$ cat src/rtl/spi_slave_sync.sv
// SPI slave oversampled on clk: synchronised pins, all four SPI modes, B-bit words,
// and a one-entry TX buffer so words can stream back-to-back within one ss frame.
module spi_slave_sync #(
  parameter int B    = 8,
  parameter int MODE = 0
) (
  input  logic         clk,
  input  logic         rst,
  input  logic         sclk,
  input  logic         mosi,
  input  logic         ss,
  output logic         miso,
  input  logic [B-1:0] wordin,
  input  logic         load,
  output logic [B-1:0] wordout,
  output logic         br,
  output logic         txe
);

  localparam logic CPOL = MODE[1];
  localparam logic CPHA = MODE[0];
  localparam int CW = $clog2(B);
  localparam logic [CW-1:0] LAST = CW'(B - 1);

  typedef enum logic [1:0] {S_IDLE, S_FIRST, S_SHIFT, S_RELOAD} state_t;

  state_t        state, nstate;
  logic          sclk_s1, sclk_s2, sclk_s3;
  logic          ss_s1, ss_s2, ss_s3;
  logic          mosi_s1, mosi_s2;
  logic [1:0]    warm;
  logic          armed;
  logic [CW-1:0] cnt;
  logic [B-1:0]  rx, tx, txbuf;
  logic [B-1:0]  rx_next, src;
  logic          lead, trail, sample_e, shift_e, ss_fall, start;
  logic          do_sample, do_shift, do_reload, do_present;

  assign lead     = (sclk_s2 != CPOL) && (sclk_s3 == CPOL);
  assign trail    = (sclk_s2 == CPOL) && (sclk_s3 != CPOL);
  assign sample_e = CPHA ? trail : lead;
  assign shift_e  = CPHA ? lead : trail;
  assign ss_fall  = !ss_s2 && ss_s3;
  // armed only after the sync chain holds real pin samples and ss was seen high,
  // so an ss held low across reset does not look like a fresh frame start
  assign start    = ss_fall && armed && (state == S_IDLE);
  assign rx_next  = {rx[B-2:0], mosi_s2};
  assign src      = txe ? '0 : txbuf;

  always_ff @(posedge clk) begin
    if (rst) state <= S_IDLE;
    else     state <= nstate;
  end

  always_comb begin
    nstate     = state;
    do_sample  = 1'b0;
    do_shift   = 1'b0;
    do_reload  = 1'b0;
    do_present = 1'b0;
    if (ss_s2) begin
      nstate = S_IDLE;
    end else begin
      case (state)
        S_IDLE: begin
          if (start) nstate = CPHA ? S_FIRST : S_SHIFT;
        end
        S_FIRST: begin
          if (shift_e) begin
            do_present = 1'b1;
            nstate     = S_SHIFT;
          end
        end
        S_SHIFT: begin
          do_sample = sample_e;
          do_shift  = shift_e;
          if (sample_e && (cnt == LAST)) nstate = S_RELOAD;
        end
        S_RELOAD: begin
          if (shift_e) begin
            do_reload = 1'b1;
            nstate    = S_SHIFT;
          end
        end
        default: nstate = S_IDLE;
      endcase
    end
  end

  always_ff @(posedge clk) begin
    if (rst) begin
      sclk_s1 <= CPOL;
      sclk_s2 <= CPOL;
      sclk_s3 <= CPOL;
      ss_s1   <= 1'b1;
      ss_s2   <= 1'b1;
      ss_s3   <= 1'b1;
      mosi_s1 <= 1'b0;
      mosi_s2 <= 1'b0;
      warm    <= '0;
      armed   <= 1'b0;
      cnt     <= '0;
      rx      <= '0;
      tx      <= '0;
      txbuf   <= '0;
      miso    <= 1'b0;
      wordout <= '0;
      br      <= 1'b0;
      txe     <= 1'b1;
    end else begin
      sclk_s1 <= sclk;
      sclk_s2 <= sclk_s1;
      sclk_s3 <= sclk_s2;
      ss_s1   <= ss;
      ss_s2   <= ss_s1;
      ss_s3   <= ss_s2;
      mosi_s1 <= mosi;
      mosi_s2 <= mosi_s1;
      warm    <= {warm[0], 1'b1};
      if (warm[1] && ss_s2) armed <= 1'b1;
      br <= 1'b0;

      if (ss_s2) begin
        cnt  <= '0;
        rx   <= '0;
        miso <= 1'b0;
      end else begin
        if (start) begin
          cnt <= '0;
          rx  <= '0;
          tx  <= src;
          if (!CPHA) miso <= src[B-1];
        end
        if (do_sample) begin
          rx <= rx_next;
          if (cnt == LAST) begin
            wordout <= rx_next;
            br      <= 1'b1;
            cnt     <= '0;
          end else begin
            cnt <= cnt + 1'b1;
          end
        end
        // tx[B-1] always mirrors the bit currently on miso
        if (do_reload) begin
          tx   <= src;
          miso <= src[B-1];
        end else if (do_present) begin
          miso <= tx[B-1];
        end else if (do_shift) begin
          tx   <= {tx[B-2:0], 1'b0};
          miso <= tx[B-2];
        end
      end

      // a reload consumes the old buffer before a same-cycle load refills it
      if (start || do_reload) txe <= 1'b1;
      if (load) begin
        txbuf <= wordin;
        txe   <= 1'b0;
      end
    end
  end

endmodule

$ cat config.mk
export PLATFORM = sky130hd
export DESIGN_NAME = spi_slave_sync
export DESIGN_NICKNAME = d
export VERILOG_FILES = /design/src/rtl/spi_slave_sync.sv
export SDC_FILE = /design/constraint.sdc
export NUM_CORES = 1
export LEC_CHECK = 0
export BUFFER_PORTS_ARGS = -buffer_cell sky130_fd_sc_hd__buf_4
export CORE_UTILIZATION = 50
export CTS_BUF_LIST = sky130_fd_sc_hd__clkbuf_8
export DETAILED_ROUTE_END_ITERATION = 8
export GPL_ROUTABILITY_DRIVEN = 1
export PLACE_DENSITY = 0.76
export SYNTH_ARGS = -nofsm -noshare
export SYNTH_HDL_FRONTEND = slang
export SYNTH_SLANG_ARGS = --single-unit
$ cat constraint.sdc
create_clock -name clk -period 1.3 [get_ports clk]
set_input_delay 0.13 -clock clk [delete_from_list [all_inputs] [get_ports clk]]
set_output_delay 0.13 -clock clk [all_outputs]
set_load 0.1 [all_outputs]
==> results.ini <==
[die]
die_height_um = 64.9
core_mm2 = 0.00374
io_pins = 25
dieWidth_um = 64.9
die-area_mm2 = 0.00422
fp-row-count = 22
start_util_pct = 52.9

[pwr]
total_power_mw = 2.67
p_per_area_mw_per_mm2 = 944
peakVddDrop_uv = 828
power_leakage_nw = 1.04

[finish]
fillCellCount = 255
layout-drive-gt1-share_pct = 48.4
finalNetCount = 267
utilization_pct = 75.7
area_growth_pct = 43.1
antennaDiodeCount = 0

[clocking]
clkLatencyLatePin_ns = 0.31
cts.sinks = 50
cts_buffer_depth = 2
cts.clk_slew.worst_paths_ns = 0.08
tritoncts = done
root_buffer = clkbuf_8
hold_buffers = 0
cts_buffers = 5
htreeDepth = 2

[grt]
grt_usage_pct = 24.2
grt_max_degree = 30
first_global_vias = 1580
grt_pass1_wl_um = 7550
antenna_found_initial = 0
gr-total-overflow = 0

[worst_setup_path]
end_kind = flip-flop
reg2regPathDepth = 5
timing.reg2reg.setup_slack_ns = -0.18
r2r_start = state[0]
max_stage_delay_ns = 0.39
critical_path.cell_chain = nor4b_4 -> and2_4 -> clkbuf_16 -> nand3_2 -> a21oi_2
cp_max_fo = 6
crit_slowest_cell = dfxtp_4
required_ns = 1.54
path_buf_inv = 1
cp.arrival_ns = 1.71
cp_top_family = simple AND/OR/NAND/NOR gates
cp.depth = 5
critPathLaunchType = flip-flop
critPathLaunch = state[0]
crit_type = flip-flop to flip-flop

[outcome]
violations = negative setup slack
outcome = complete, but fails checks

[route]
via_count = 1705
drcViolationCount = 0
wl_per_cell_um = 18.3
via_per_inst = 5.72
drt-pass1-iter-count = 4
wl_um = 5460
drt_iter0_drc = 91
antenna_left = 0

[timing]
hold_viol_final = 0
slew_violations = 0
clock_skew_ns = 0.00799
rsz0062_at_grt = true
holdWs_ns = 0.00623
fmax_mhz = 678
slew_headroom_pct = 79.5
finalSetupViolCount = 27
min_period_over_period_pct = 114
period_needed_ns = 1.48
worstMarginPinSlew_ns = 0.307
finalWorstSetupSlack_ns = -0.176

[synth]
synth-seq-cells = 50
ys_warn_count = 0
syn_area_per_cell_um2 = 9.85
syn-cell-area_mm2 = 0.00198
seq_area_frac_synth_pct = 50.5
syn_inst = 201
synth_nets = 217
synth_cell_types = 41

[placement]
hpwl_um = 2910
finalWeightedCongestion = 0.823
portBuffers = 24

[flow_run]
cap_violations = 0

[hold_path]
hold_path.class = primary input to flip-flop
worstHoldStart = ss
holdPathStages = 2

area by class of cell:
type / count / area, um2 / area share [%]
inverters: 3 / 11.3 / 0.397
well taps: 48 / 60.1 / 2.12
multi-input cells: 137 / 1190 / 41.9
clock buffers: 6 / 82.6 / 2.91
repair buffers: 54 / 477 / 16.8
flip-flops and latches: 50 / 1020 / 35.9
synthesized netlist by cell type:
cell	number	area [um2]
o2bb2ai_1	1	8.76
a22oi_1	10	75.1
a211oi_1	1	7.51
buf_6	3	33.8
a32o_1	1	10.0
o21ai_0	4	20.0
nand3_2	1	10.0
a21oi_1	11	55.1
nor3b_2	1	12.5
buf_8	1	15.0
a221o_1	1	10.0
or2_2	2	12.5
o31ai_1	1	7.51
nor4bb_2	1	16.3
nor2b_1	8	50.1
inv_1	3	11.3
nand2b_1	7	43.8
or2b_1	1	7.51
a221oi_1	5	43.8
buf_1	1	3.75
a31o_2	1	8.76
a32oi_1	1	8.76
and2_1	1	6.26
a31oi_1	1	6.26
nor2_1	31	116
nand3b_1	2	15.0
dfxtp_1	50	1000
nor4bb_4	1	25.0
ha_1	2	25.0
a22o_2	1	10.0
buf_4	1	7.51
nand4bb_4	1	27.5
nor4b_4	1	23.8
nand3_1	9	45.0
o22ai_1	2	12.5
or3b_2	1	8.76
clkbuf_1	6	22.5
nor3_1	1	5.00
nand2_1	14	52.6
mux2i_1	9	90.1
or3b_1	1	8.76
cells by family (layout without fill, tap and decap cells):
kind of cell | count (synthesis) | count (layout) | synth area share, %
AO/OA/AOI/OAI | 41 | 41 | 14.3
adder cells (fa/ha/maj) | 2 | 2 | 1.26
buffers and inverters | 15 | 63 | 4.74
flip-flops | 50 | 50 | 50.5
multiplexers | 9 | 9 | 4.55
AND/OR/NAND/NOR | 84 | 85 | 24.6
cells in the final DEF, fill, tap and decap left out, drive strengths merged, types with 3 or more instances in the layout:
cell    count
o21ai       4
a221oi      5
nor2       31
nand3      11
mux2i       9
nor2b       8
buf        52
nand2      14
clkbuf      8
a22oi      10
nand2b      7
dfxtp      50
a21oi      11
inv         3
metal layers:
layer / vias to the layer above / routed length (um) / track usage, %
met5: - / 0 / 0
met4: 0 / 148 / 11.7
met3: 11 / 199 / 5.99
met2: 43 / 2660 / 40.8
met1: 841 / 2450 / 28.5
li1: 810 / - / -
report_power, final:
group / internal, mW / switching (mW)
registers: 1.56 / 0.0349
clock network: 0.411 / 0.481
logic: 0.0937 / 0.0942
total: 2.07 / 0.610
sequential cells by signal (all words and copies together) (netlist names):
| name | count |
|---|---|
| tx | 8 |
| txbuf | 8 |
| mosi_s1 | 1 |
| mosi_s2 | 1 |
| ss_s3 | 1 |
| sclk_s3 | 1 |
| ss_s1 | 1 |
| ss_s2 | 1 |
| armed | 1 |
| sclk_s2 | 1 |
| wordout | 8 |
| miso | 1 |
| warm | 2 |
| cnt | 3 |
| sclk_s1 | 1 |
| txe | 1 |
| br | 1 |
| rx | 7 |
| state | 2 |
per-stage QoR:
stage | TNS (ns) | instances | cell area [um2] | worst slack (ns)
global placement | -2.27 | 284 | 2370 | -0.153
detailed placement | -4.27 | 284 | 2370 | -0.244
global route | -4.00 | 298 | 2830 | -0.235
floorplan | -1.22 | 201 | 2030 | -0.0717
finish | -2.37 | 298 | 2830 | -0.176
CTS | -0.922 | 293 | 2600 | -0.0689
timing repair:
item	in CTS	in global routing
pin swaps	14	13
gates cloned	1	4
resized for setup	29	33
setup endpoints to repair	30	30
setup buffers	2	2
hold endpoints to repair	0	0
worst reg2reg max path, cell delays in order, from the launching register on:
cell       delay [ns]
dfxtp_4          0.39
nor4b_4          0.32
and2_4           0.27
clkbuf_16        0.17
nand3_2          0.09
a21oi_2          0.17
final timing paths:
kind                      to
hold / removal         ss_s1
setup reg to reg  wordout[2]
hold reg to reg      mosi_s2
setup / recovery  wordout[2]
Note: power is estimated with default switching activity, not from simulation.
